`src/rtl/centroid_coordinate_divider.sv`:
```
// Sequential restoring divider: seven accumulated coordinate sums / point count, one bit per cycle.
// Define CENTROID_DIV_ROUND_NEAREST_EN to round each quotient to nearest (saturating) instead of floor.
module centroid_coordinate_divider #(
  parameter int unsigned accum_cord_width = 22,
  parameter int unsigned accum_width      = 7 * 22,
  parameter int unsigned count_width      = 10
) (
  input  logic                        clk,
  input  logic                        rst,
  input  logic                        start,
  input  logic [accum_width-1:0]      accum_in,
  input  logic [count_width-1:0]      count_in,
  output logic                        busy,
  output logic                        done,
  output logic                        div_by_zero,
  output logic [accum_cord_width-1:0] result_cord_1,
  output logic [accum_cord_width-1:0] result_cord_2,
  output logic [accum_cord_width-1:0] result_cord_3,
  output logic [accum_cord_width-1:0] result_cord_4,
  output logic [accum_cord_width-1:0] result_cord_5,
  output logic [accum_cord_width-1:0] result_cord_6,
  output logic [accum_cord_width-1:0] result_cord_7
);

  localparam int unsigned NumCord = 7;
  localparam int unsigned BitW    = $clog2(accum_cord_width);
  localparam int unsigned RemW    = count_width + 1;

  typedef enum logic [1:0] {StIdle, StDiv, StDone} state_e;

  state_e                      state_q, state_d;
  logic [accum_width-1:0]      accum_q;
  logic [count_width-1:0]      count_q;
  logic [RemW-1:0]             rem_q;
  logic [accum_cord_width-1:0] quot_q;
  logic [BitW-1:0]             bit_q;
  logic [2:0]                  idx_q;
  logic [accum_cord_width-1:0] result_q [NumCord];

  logic [accum_cord_width-1:0] cur_cord;
  logic                        cur_bit;
  logic [RemW-1:0]             rem_shift;
  logic                        rem_ge;
  logic [RemW-1:0]             rem_sub;
  logic [accum_cord_width-1:0] quot_next;
  logic [accum_cord_width-1:0] quot_final;
  logic                        last_bit;
  logic                        last_cord;

  // The current coordinate always sits in the low slice; accum_q shifts down per coordinate.
  always_comb begin
    cur_cord  = accum_q[accum_cord_width-1:0];
    cur_bit   = cur_cord[BitW'(accum_cord_width - 1) - bit_q];
    rem_shift = {rem_q[count_width-1:0], cur_bit};
    rem_ge    = rem_shift >= {1'b0, count_q};
    rem_sub   = rem_ge ? (rem_shift - {1'b0, count_q}) : rem_shift;
    quot_next = {quot_q[accum_cord_width-2:0], rem_ge};
    last_bit  = (bit_q == BitW'(accum_cord_width - 1));
    last_cord = (idx_q == 3'(NumCord - 1));
  end

`ifdef CENTROID_DIV_ROUND_NEAREST_EN
  always_comb begin
    quot_final = quot_next;
    if (({rem_sub, 1'b0} >= {2'b00, count_q}) && !(&quot_next)) begin
      quot_final = quot_next + accum_cord_width'(1);
    end
  end
`else
  always_comb begin
    quot_final = quot_next;
  end
`endif

  always_comb begin
    state_d = state_q;
    unique case (state_q)
      StIdle: begin
        if (start) state_d = (count_in == '0) ? StDone : StDiv;
      end
      StDiv: begin
        if (last_bit && last_cord) state_d = StDone;
      end
      StDone: state_d = StIdle;
      default: state_d = StIdle;
    endcase
  end

  always_ff @(posedge clk) begin
    if (rst) begin
      state_q <= StIdle;
      accum_q <= '0;
      count_q <= '0;
      rem_q   <= '0;
      quot_q  <= '0;
      bit_q   <= '0;
      idx_q   <= '0;
      for (int k = 0; k < NumCord; k++) result_q[k] <= '0;
    end else begin
      state_q <= state_d;
      unique case (state_q)
        StIdle: begin
          if (start) begin
            accum_q <= accum_in;
            count_q <= count_in;
            rem_q   <= '0;
            quot_q  <= '0;
            bit_q   <= '0;
            idx_q   <= '0;
          end
        end
        StDiv: begin
          if (last_bit) begin
            for (int k = 0; k < NumCord; k++) begin
              if (idx_q == 3'(k)) result_q[k] <= quot_final;
            end
            accum_q <= accum_q >> accum_cord_width;
            rem_q   <= '0;
            quot_q  <= '0;
            bit_q   <= '0;
            idx_q   <= idx_q + 3'd1;
          end else begin
            rem_q  <= rem_sub;
            quot_q <= quot_next;
            bit_q  <= bit_q + BitW'(1);
          end
        end
        default: ;
      endcase
    end
  end

  assign busy          = (state_q != StIdle);
  assign done          = (state_q == StDone);
  assign div_by_zero   = (state_q == StDone) && (count_q == '0);
  assign result_cord_1 = result_q[0];
  assign result_cord_2 = result_q[1];
  assign result_cord_3 = result_q[2];
  assign result_cord_4 = result_q[3];
  assign result_cord_5 = result_q[4];
  assign result_cord_6 = result_q[5];
  assign result_cord_7 = result_q[6];

endmodule
```
`config.mk`:
```
export PLATFORM = sky130hd
export DESIGN_NAME = centroid_coordinate_divider
export DESIGN_NICKNAME = d
export VERILOG_FILES = /design/src/rtl/centroid_coordinate_divider.sv
export SDC_FILE = /design/constraint.sdc
export NUM_CORES = 1
export LEC_CHECK = 0
export CAP_MARGIN = 20
export CELL_PAD_IN_SITES_DETAIL_PLACEMENT = 0
export CELL_PAD_IN_SITES_GLOBAL_PLACEMENT = 2
export CORE_MARGIN = 4
export CORE_UTILIZATION = 30
export CTS_BUF_LIST = sky130_fd_sc_hd__clkbuf_4 sky130_fd_sc_hd__clkbuf_8
export CTS_CLUSTER_DIAMETER = 60
export DETAILED_ROUTE_END_ITERATION = 16
export PLACE_DENSITY_LB_ADDON = 0.3
export SLEW_MARGIN = 20
export SYNTH_ARGS = -nofsm -noshare
export SYNTH_HDL_FRONTEND = slang
export SYNTH_SLANG_ARGS = --single-unit
```
`constraint.sdc`:
```
create_clock -name clk -period 3.9 [get_ports clk]
set_input_delay 1.17 -clock clk [delete_from_list [all_inputs] [get_ports clk]]
set_output_delay 1.17 -clock clk [all_outputs]
set_load 0.005 [all_outputs]
```
; Yosys cells after proc, flatten, opt, wreduce, memory -nomap -nowiden
; Memory sizes are Yosys's and may differ from the RTL's.
; Cells that the tools add are included.
[totals]
register_bits = 205
ram_bits = 154
inputBits = 167
out_inout_bits = 157
word_cells = 111
n_memories = 1
[mem_list]
columns = memory, words, word_bits, read_ports, rd_ports_with_merged_regs, wr, line_no
row1 = result_q, 7, 22, 7, 0, 7, 38  ; logic [accum_cord_width-1:0] result_q [NumCord];
[op_classes]
addsub = 4
magnitude_cmp = 2
n_eq_ne = 12
muxes = 66
bitwise = 7
n_reduce_logical = 12
[op_table]
columns = cell, count
row1 = 154-bit two-way mux, 2
row2 = 154-bit one-hot mux with 2 select lines, 1
row3 = 22-bit two-way mux, 7
row4 = 21-bit two-way mux, 2
row5 = 21-bit one-hot mux with 2 select lines, 1
row6 = 1-bit two-way mux, 38
row7 = 10-bit two-way mux, 3
row8 = 10-bit logical NOT, 2
row9 = 10-bit one-hot mux with 2 select lines, 1
row10 = 11-bit by 10-bit >= comparator with 1-bit output, 1
row11 = 5-bit two-way mux, 2
row12 = 5-bit one-hot mux with 2 select lines, 1
row13 = 10-bit subtractor, 1
row14 = "3-bit == test, second input constant", 3
row15 = 1-bit bitwise OR, 7
row16 = "3-bit by 2-bit == test with 1-bit output, second input constant", 2
row17 = "5-bit by 6-bit less-than comparator with 1-bit output, second input constant", 1
row18 = 2-bit two-way mux, 3
row19 = 3-bit two-way mux, 2
row20 = "2-bit != test, second input constant", 3
row21 = 3-bit one-hot mux with 2 select lines, 1
row22 = 2-bit AND reduction, 3
row23 = "5-bit by 1-bit adder with 5-bit output, second input constant", 1
row24 = 1-bit binary-select mux with 5-bit select, 1
row25 = 12 further kinds, 14

; Depth between registers and ports, before layout
; Gate-level depths: netlist of the first run.
[logic_depth]
ltp_word = 7
ltp_mapped = 17
mapped_depth_nobuf = 14

; Least setup slack after synthesis of the first run
; OpenSTA, ideal clock, no wires.
[synth_path]
kind = register -> register
from = reg bit_q[1]
to = mem result_q[4][0] (data pin)
setup_time_ns = 0.257
t_arrival_ns = 3.226
required_ns = 3.643
path_slack_ns = 0.417
path_stages_with_launch = 18
path_buffers = 4
period_less_slack_ns = 3.483
path_cell_list = dfxtp_1 -> buf_6 -> inv_1 -> ha_1 -> buf_2 -> mux4_2 -> nand2_1 -> o31ai_1 -> a311oi_2 -> ha_1 -> nand2b_1 -> a21oi_1 -> o211ai_1 -> a22o_1 -> buf_4 -> or2_1 -> buf_2 -> nor2_2
[synth_rtl]
columns = element, line_no
row1 = from (decl), 36  ; logic [BitW-1:0] bit_q;
row2 = from (signal assigned), 125  ; bit_q <= bit_q + BitW'(1);
row3 = to (decl), 38

; Worst setup path in the final report of the first run
[layout_path]
from = reg bit_q[1]
to = reg rem_q[6]
[layout_between]
elab_chain_cells = 7
elab_cells_between_ends = 9
cone_classes = 2 x add/sub / 1 x order compare / 1 x eq/ne / 5 x mux
[layout_rtl]
columns = element, line_no
row1 = 5-bit subtractor, 53  ; cur_bit = cur_cord[BitW'(accum_cord_width - 1) - bit_q];
row2 = 1-bit binary-select mux with 5-bit select, 53
row3 = 1-bit two-way mux (implied by the code), 53
row4 = 10-bit subtractor / 11-bit by 10-bit >= comparator with 1-bit output (equally long branches), "56, 55"
row5 = 10-bit two-way mux, 56  ; rem_sub = rem_ge ? (rem_shift - {1'b0, count_q}) : rem_shift;
row6 = 10-bit two-way mux (*), 113  ; if (last_bit) begin
row7 = 10-bit one-hot mux with 2 select lines (*), 101  ; unique case (state_q)
row8 = to (signal assigned), 123  ; rem_q <= rem_sub;
row9 = to (decl), 34  ; logic [RemW-1:0] rem_q;
; Every way passes the cells marked *; elsewhere a longest branch is shown, timed or not. The select of a mux whose other input is x is not followed.
; A chain may end at the register's enable or synchronous reset.

==> out/qor.yml, run 1 <==
status: "finished, final reports clean"
clk_latency_ns: 0.61
fill_cells: 4817
grt_max_degree: 138
critical_path_arrival_ns: 3.98
rows: 80
yosysSeqAreaShare_pct: 59.7
p_switching_w: 0.00244
grt_usage_pct: 17.5
synthTopCellsByCount: "330 x nand2_1, 288 x nor2_1, 205 x dfxtp_1"
yosysMostFrequentCell: "nand2_1"
antenna_found_initial: 9
irDropWorstVdd_v: 0.000178
layout_setup_ws_ns: 0.384
clock.fmax_ghz: 0.284
leakagePower_nw: 7.19
pre_cts_slack_ns: 0.0941
grt_pass1_wl_um: 72000
drv_cap: 0
period_share_pct: 90.2
start_util_pct: 30.5
synth_area_leaders: "edfxtp_1 32%, dfxtp_1 28%, nand2_1 8.5%"
synth-edff-count: 154
core-area_um2: 47900
netlist_instances: 1527
syn_to_final_growth_pct: 34.9
synth-async-reset-ratio_pct: 0
yosysTopAreaCell: "edfxtp_1"
die_w_um: 229
wl_um: 47200
worstPathRequired_ns: 4.37
finalSetupViolations: 0
hold_viol_final: 0
synth_top_area_share_pct: 31.6
grt_overflow_total: 0
dpl_cell_area_um2: 18400
drtAntennaViolNets: 0
p_clk_share_pct: 39.7
hold_buffers: 0
fp.dieH_um: 229
drc: 0
nets: 1997
cts_buffer_depth: 3
path_class: "reg2reg"
synth_warnings: 0
worstPathMaxFanout: 7
stdcell_area_um2: 19700
drtIter0Drc: 680
ys_types: 54
sw_frac_of_total_pct: 26.2
critPathLaunchType: "flip-flop"
clk_pin_slew_ns: 0.06
tightest_slew_ns: 0.905
io_pins: 324
wl_per_cell_um: 19.0
place_congestion: 0.812
avgSynthCellArea_um2: 9.58
synth_nets: 1714
cts_buffers: 66
drv_slew: 0
cts_sinks: 359
dp_hpwl_um: 32600
vias: 11900
fin_crit_ns: 3.52
postLayoutCoreUtil_pct: 41.2
hp-class: "reg2reg"
dieArea_um2: 52400
synth_area_um2: 14600
tns_ns: 0
p_int_w: 0.00686
io_buffers: 323
power.density_nw_per_um2: 471
layout-drive-gt1-share_pct: 8.65
cts_tree: "yes"
ys.flop_type: "dfxtp_1"
end_kind: "flip-flop"
fin_skew_ns: 0.0220
p_comb_share_pct: 14.3
grt_pass1_vias: 12000
power.total_w: 0.00930
h-tree-depth: 3
rsz0062_at_grt: "no"
clock-root-buffer: "clkbuf_8"
slew_headroom_pct: 39.7
dr.pass1.iters: 5
ys_ff_latch: 359
viasPerCell: 4.81
seq_power_share_pct: 46.0
## what timing repair did
item	in CTS	in global routing
setup endpoints to repair	0	18
buffers inserted	0	2
resized for setup	0	0
## worst paths after layout
kind / from / endpoint / slack (ns) / cells after the start
min reg2reg: accum_q[85] / accum_q[63] / 0.45 / 2
max reg2reg: bit_q[1] / rem_q[6] / 0.38 / 15
max: bit_q[1] / rem_q[6] / 0.38 / 15
min: accum_q[85] / accum_q[63] / 0.45 / 2
## per-layer routing
metal	up-vias	part of all wire [%]	routed length, µm	track usage, %
li1	5865	-	-	-
met1	5606	44	20800	22.7
met2	349	46	21900	28.3
met3	85	7.0	3300	4.87
met4	14	2.4	1110	5.72
met5	-	0.18	86	0
## cells in the final DEF (no fill, tap or decap), types with 7 or more instances in the layout
master and n:
clkbuf_4 26, o22ai_1 22, nand3_1 29, clkinv_1 9
clkbuf_8 70, a21oi_1 47, nor2_1 287, nor2_2 7
nand2_1 329, dfxtp_1 205, a311oi_1 133, mux2i_1 11
inv_1 39, nand2b_1 30, clkdlybuf4s50_1 322, ha_1 19
edfxtp_1 154, buf_4 24
## power groups by stage
stage                     clock (W)  combinational [W]  sequential [W]
after floorplan                   0           0.000788         0.00433
after CTS                   0.00381            0.00134         0.00428
final                       0.00369            0.00133         0.00428
after global routing        0.00397            0.00148         0.00431
after detailed placement          0            0.00134         0.00436
after global placement            0            0.00133         0.00436
## metrics by stage
step / hold WS [ns] / instances
6_report: 0.455 / 2480
3_3_place_gp: 0.457 / 2355
4_1_cts: 0.467 / 2475
5_1_grt: 0.486 / 2478
3_5_place_dp: 0.462 / 2355
2_1_floorplan: 0.434 / 1527
## cells by family (layout without fill, tap and decap cells)
| logic type | count (synthesis) | count (layout) | share of synthesized area, % |
|---|---|---|---|
| XOR/XNOR | 6 | 6 | 0.359 |
| multiplexers | 16 | 16 | 1.45 |
| AO/OA/AOI/OAI | 235 | 235 | 12.1 |
| AND/OR/NAND/NOR | 714 | 714 | 19.8 |
| flip-flops | 359 | 359 | 59.7 |
| adder cells (fa/ha/maj) | 20 | 20 | 1.76 |
| other | 0 | 3 | 0 |
| buffers and inverters | 177 | 512 | 4.86 |
## area by class of cell
class	count	area, µm²	share of cell area [%]
sequential	359	8730	44.2
multi-input combinational	991	5220	26.4
timing repair buffer	352	3510	17.8
clock buffer	96	1160	5.87
tap	615	769	3.90
clock inverter	24	194	0.983
inverter	40	150	0.761
antenna	3	7.51	0.0380
## critical path: stages (launching register included)
cell,delay [ns]
dfxtp_1,0.33
inv_1,0.08
ha_1,0.48
mux4_2,0.54
nand2_1,0.08
o31ai_1,0.07
a311oi_2,0.25
buf_4,0.18
ha_1,0.17
fa_1,0.22
nand2b_1,0.16
a211oi_1,0.10
o21a_1,0.19
or3_1,0.31
a21oi_1,0.15
o31ai_1,0.07
## registers in the layout, indices dropped and copies added (netlist names)
signal / count
quot_q: 21
state_q: 2
idx_q: 3
rem_q: 10
accum_q: 154
result_q: 154
bit_q: 5
count_q: 10
(Power assumes the default switching activity.)
==> inputs of run 2 (changes only) <==
CORE_UTILIZATION = 29   (was 30)
clock period = 3.1 ns   (was 3.9 ns; I/O delays follow)
==> out/qor.yml, run 2 (synthesis gave the netlist of run 1 again) <==
worstPathMaxFanout: 6  # was 7
drv_cap: 0  # unchanged
hp-class: "reg2reg"  # unchanged
multi_input_area_um2: 5300  # was 5220 µm²
hold_buffers: 0  # unchanged
fin_skew_ns: 0.0255  # was 0.0220 ns
finalSetupViolations: 9  # was 0
viasPerCell: 4.69  # was 4.81
cts_sinks: 359  # unchanged
path_buf_inv: 3  # was 2
slew_headroom_pct: 44.2  # was 39.7%
antenna_found_initial: 5  # was 9
dieArea_um2: 54100  # was 52400 µm²
syn_to_final_growth_pct: 37.2  # was 34.9%
layout-drive-gt1-share_pct: 10.6  # was 8.65%
r2r-start: "bit_q[1]"  # unchanged
vias: 12000  # was 11900
holdPathStages: 2  # unchanged
cts_buffer_depth: 3  # unchanged
final_common_cell: "nand2_1"  # unchanged
power.density_nw_per_um2: 590  # was 471 nW/µm²
start_util_pct: 29.3  # was 30.5%
wl_per_cell_um: 18.7  # was 19.0 µm
irDropWorstVdd_v: 0.000233  # was 0.000178 V
crit_slowest_cell: "fa_2"  # was mux4_2
io_pins: 324  # unchanged
h-tree-depth: 3  # unchanged
cts_buffers: 67  # was 66
power.total_w: 0.0118  # was 0.00930 W
drc: 0  # unchanged
critPathLaunchType: "flip-flop"  # unchanged
leakagePower_nw: 7.32  # was 7.19 nW
dp_cells: 2433  # was 2355
clk_pin_slew_ns: 0.06  # about the same
dpl_cell_area_um2: 18600  # was 18400 µm²
period_share_pct: 102  # was 90.2%
dr.pass1.iters: 5  # unchanged
io_buffers: 323  # unchanged
grt_pass1_vias: 12000  # about the same
clock-root-buffer: "clkbuf_8"  # unchanged
rr_worst_depth: 16  # was 15
die_w_um: 233  # was 229 µm
core-area_um2: 50000  # was 47900 µm²
status: "finished with violations"  # was finished, final reports clean
fill_cells: 5027  # was 4817
hold_viol_final: 0  # unchanged
end_kind: "flip-flop"  # unchanged
violations: "setup timing"
place_congestion: 0.781  # was 0.812
drtIter0Drc: 778  # was 680
fp.dieH_um: 233  # was 229 µm
fin_cells: 2558  # was 2480
fin_crit_ns: 3.17  # was 3.52 ns
cp_top_family: "adder cells"  # unchanged
cts_tree: "yes"  # unchanged
reg.largest.list: "accum_q (154), result_q (154), quot_q (21)"  # unchanged
grt_overflow_total: 0  # unchanged
critical_path_arrival_ns: 3.66  # was 3.98 ns
grt_max_degree: 79  # was 138
grt_usage_pct: 17.3  # was 17.5%
mostFrequentLayoutCells: "329 x nand2_1, 322 x clkdlybuf4s50_1, 287 x nor2_1, 204 x dfxtp_1, 154 x edfxtp_1"  # was 329 x nand2_1, 322 x clkdlybuf4s50_1, 287 x nor2_1, 205 x dfxtp_1, 154 x edfxtp_1
stdcell_area_um2: 20100  # was 19700 µm²
wl_um: 47900  # was 47200 µm
clk_latency_ns: 0.62  # was 0.61 ns
clock.fmax_ghz: 0.316  # was 0.284 GHz
r2r-end: "rem_q[8]"  # was rem_q[6]
hold_end: "accum_q[42]"  # was accum_q[63]
dp_hpwl_um: 33600  # was 32600 µm
layout_setup_ws_ns: -0.0672  # was 0.384 ns
grt_pass1_wl_um: 72000  # about the same
tightest_slew_ns: 0.837  # was 0.905 ns
drtAntennaViolNets: 0  # unchanged
reg2reg_slack_ns: -0.07  # was 0.38 ns
hp-start: "accum_q[64]"  # was accum_q[85]
drv_slew: 0  # unchanged
crit_path_cell_trace: "inv_4 > ha_4 > buf_4 > mux2i_1 > and3_1 > nor4_2 > a311oi_2 > buf_4 > ha_4 > fa_2 > nand2b_4 > a211oi_1 > nor3_1 > xnor2_1 > mux2i_1 > o21ai_1"  # was inv_1 > ha_1 > mux4_2 > nand2_1 > o31ai_1 > a311oi_2 > buf_4 > ha_1 > fa_1 > nand2b_1 > a211oi_1 > o21a_1 > or3_1 > a21oi_1 > o31ai_1
rows: 82  # was 80
worstPathRequired_ns: 3.60  # was 4.37 ns
timing.hold.ws_ns: 0.449  # was 0.455 ns
path_class: "reg2reg"  # unchanged
slowest_delay_ns: 0.36  # was 0.54 ns
nets: 2021  # was 1997
rsz0062_at_grt: "yes"  # was no
seq_area_um2: 8730  # about the same
run 2: cell types whose count changed in the layout (fill, tap and decap cells not counted), sizes merged:
cell      before  now
bufinv         2    1
buf           30   53
clkinvlp       2    4
inv           46   42
diode          3    2
clkbuf        96   98
run 2: through the flow:
step / setup WS [ns] / utilization [%] / setup TNS, ns
2_1_floorplan: -0.130 / - / -1.35
3_3_place_gp: -0.117 / 37.3 / -0.856
3_5_place_dp: -0.124 / 37.3 / -1.41
4_1_cts: -0.0633 / 40.1 / -0.647
6_report: -0.0672 / 40.2 / -0.198
5_1_grt: -0.205 / 40.2 / -3.03
run 2: worst max-delay path by stage:
stage	start	to	slack (ns)	depth (start not counted)
3_3_place_gp	bit_q[1]	rem_q[6]	-0.12	15
6_report	bit_q[1]	rem_q[8]	-0.07	16
2_1_floorplan	bit_q[1]	result_q[4][0]	-0.13	17
3_5_place_dp	bit_q[1]	rem_q[6]	-0.12	15
4_1_cts	bit_q[1]	result_q[2][0]	-0.06	15
5_1_grt	bit_q[1]	rem_q[4]	-0.21	16
run 2: per-layer routing:
metal	GRT usage (%)	vias to the layer above	share of wire [%]
met2	28.5	351	48
met4	4.59	6	1.9
met1	22.3	5676	44
li1	-	5903	-
met3	4.84	70	6.7
met5	0	-	0.075
run 2: power breakdown:
part,internal (W),switching (W),total [W]
registers,0.00523,0.000158,0.00539
logic,0.000921,0.000927,0.00185
clock network,0.00258,0.00202,0.00461
run 2: final cells by class:
class | instances | area share [%]
flip-flops and latches | 359 | 43.5
clock inverters | 21 | 0.698
clock buffers | 98 | 6.00
diodes | 2 | 0.0249
repair buffers | 375 | 18.5
inverters | 40 | 0.760
multi-input cells | 991 | 26.4
well taps | 672 | 4.19
run 2: worst min-delay path, cell delays in order, from the launching register on:
cell and delay (ns):
dfxtp_1 0.31, nand2_1 0.05, a311oi_1 0.07
run 2: what timing repair did:
item | CTS | global route
hold endpoints to repair | 0 | 0
buffers inserted | 2 | 2
gates cloned | 0 | 0
setup endpoints to repair | 17 | 18
gates resized for setup | 8 | 4
pin swaps | 5 | 8
==> inputs of run 3 (changes only) <==
clock period = 2.85 ns   (was 3.1 ns; I/O delays follow)
==> out/qor.yml, run 3 (synthesis gave the netlist of run 1 again) <==
status: "finished with violations"  # unchanged
violations: "setup timing"  # unchanged
irDropWorstVdd_v: 0.000303  # was 0.000233 V
wl_met2_um: 22900  # about the same
reg2reg_slack_ns: -0.36  # was -0.07 ns
clock-root-buffer: "clkbuf_8"  # unchanged
viasPerCell: 4.69  # about the same
r2r-end: "rem_q[6]"  # was rem_q[8]
fin_skew_ns: 0.0318  # was 0.0255 ns
drv_slew: 0  # unchanged
hp-start: "accum_q[153]"  # was accum_q[64]
holdPathStages: 2  # unchanged
syn_to_final_growth_pct: 38.3  # was 37.2%
top_layer: "met5"  # unchanged
grt_usage_pct: 17.1  # was 17.3%
drt-met1-wl_um: 20800  # was 20900 µm
fp.dieH_um: 233  # unchanged
rr_worst_depth: 15  # was 16
fin_crit_ns: 3.21  # was 3.17 ns
reg.largest.list: "accum_q (154), result_q (154), quot_q (21)"  # unchanged
dp_hpwl_um: 33600  # about the same
clock.fmax_ghz: 0.311  # was 0.316 GHz
final_common_cell: "nand2_1"  # unchanged
cts_buffer_depth: 3  # unchanged
io_pins: 324  # unchanged
r2r-start: "bit_q[1]"  # unchanged
layout-drive-gt1-share_pct: 11.3  # was 10.6%
path_class: "reg2reg"  # unchanged
leakagePower_nw: 7.40  # was 7.32 nW
power.total_w: 0.0130  # was 0.0118 W
hold_viol_final: 0  # unchanged
core-area_um2: 50000  # unchanged
pre_cts_slack_ns: -0.553  # was -0.124 ns
hold_end: "accum_q[131]"  # was accum_q[42]
end_kind: "flip-flop"  # unchanged
cts_buffers: 66  # was 67
clk_pin_slew_ns: 0.06  # about the same
wl_per_cell_um: 18.6  # was 18.7 µm
mostFrequentLayoutCells: "328 x nand2_1, 321 x clkdlybuf4s50_1, 286 x nor2_1, 201 x dfxtp_1, 154 x edfxtp_1"  # was 329 x nand2_1, 322 x clkdlybuf4s50_1, 287 x nor2_1, 204 x dfxtp_1, 154 x edfxtp_1
drv_cap: 0  # unchanged
rsz0062_at_grt: "yes"  # unchanged
critical_path_arrival_ns: 3.70  # was 3.66 ns
worstPathRequired_ns: 3.33  # was 3.60 ns
period_share_pct: 113  # was 102%
vias: 12000  # about the same
nets: 2024  # was 2021
tns_ns: -5.39  # was -0.198 ns
dieArea_um2: 54100  # unchanged
tightest_slew_ns: 0.670  # was 0.837 ns
dr.pass1.iters: 6  # was 5
cts_sinks: 359  # unchanged
grt_overflow_total: 0  # unchanged
slew_headroom_pct: 55.3  # was 44.2%
h-tree-depth: 3  # unchanged
drtAntennaViolNets: 0  # unchanged
cts_tree: "yes"  # unchanged
wl_met3_um: 3200  # was 3190 µm
drtIter0Drc: 719  # was 778
clk_latency_ns: 0.64  # was 0.62 ns
hp-class: "reg2reg"  # unchanged
wl_um: 47600  # was 47900 µm
io_buffers: 323  # unchanged
critPathLaunchType: "flip-flop"  # unchanged
grt_max_degree: 137  # was 79
power.density_nw_per_um2: 642  # was 590 nW/µm²
finalSetupViolations: 18  # was 9
die_w_um: 233  # unchanged
rows: 82  # unchanged
grt_pass1_vias: 12000  # about the same
grt_pass1_wl_um: 71600  # was 72000 µm
worstPathMaxFanout: 7  # was 6
timing.hold.ws_ns: 0.468  # was 0.449 ns
start_util_pct: 29.3  # unchanged
drc: 0  # unchanged
antennaDiodeCount: 0  # was 2
layout_setup_ws_ns: -0.361  # was -0.0672 ns
antenna_found_initial: 4  # was 5
place_congestion: 0.781  # about the same
-- run 3: cell types whose count changed in the layout (fill, tap and decap cells not counted), moves of 3 or more --
cell	delta
clkbuf_4	+6
clkinvlp_4	-3
dfxtp_2	+3
buf_12	+4
dfxtp_1	-3
clkinv_2	-5
-- run 3: routing by layer --
metal	up-vias	GRT usage [%]
met5	-	0
met4	8	4.13
met3	54	4.97
met2	334	28.4
met1	5702	22.0
li1	5918	-
-- run 3: area by class of cell --
type	count	area, µm²
Clock buffer	105	1260
Clock inverter	16	134
Fill cell	5027	29700
Inverter	40	153
Multi-Input combinational cell	991	5320
Sequential cell	359	8730
Tap cell	672	841
Timing Repair Buffer	379	3790
-- run 3: repair_timing --
| item | in CTS | in global routing |
|---|---|---|
| buffers inserted | 5 | 0 |
| hold endpoints to repair | 0 | 0 |
| endpoints found under the setup margin | 20 | 19 |
| pin swaps | 11 | 4 |
| gates resized for setup | 17 | 5 |
| hold buffers | 0 | 0 |
-- run 3: worst max path at each step --
stage,from,end,depth (start not counted)
final,bit_q[1],rem_q[6],15
after global routing,bit_q[1],rem_q[2],15
after CTS,bit_q[1],result_q[4][0],15
after detailed placement,bit_q[1],rem_q[6],15
after global placement,bit_q[1],rem_q[6],15
after floorplan,bit_q[1],result_q[4][0],17
-- run 3: worst max-delay path: stages (launching register included) --
cell,delay [ns]
dfxtp_2,0.35
inv_4,0.04
ha_4,0.32
mux4_2,0.51
nand2_2,0.08
o31ai_2,0.06
a311oi_2,0.31
buf_4,0.19
ha_4,0.13
fa_2,0.19
nand2b_4,0.12
a211oi_2,0.07
o21a_1,0.18
or3_1,0.30
a21oi_1,0.14
o31ai_1,0.08
-- run 3: metrics by stage --
| stage | std cells | cell area, µm² | utilization [%] |
|---|---|---|---|
| after floorplan | 1527 | 14700 | - |
| after global placement | 2436 | 18700 | 37.4 |
| after detailed placement | 2436 | 18700 | 37.4 |
| after CTS | 2562 | 20200 | 40.5 |
| after global routing | 2562 | 20200 | 40.5 |
| final | 2562 | 20200 | 40.5 |
-- run 3: report_power, final --
part / switching [W] / internal, W / total, W
registers: 0.000173 / 0.00569 / 0.00586
clock network: 0.00220 / 0.00293 / 0.00513
logic: 0.00100 / 0.00100 / 0.00200
total: 0.00337 / 0.00962 / 0.0130
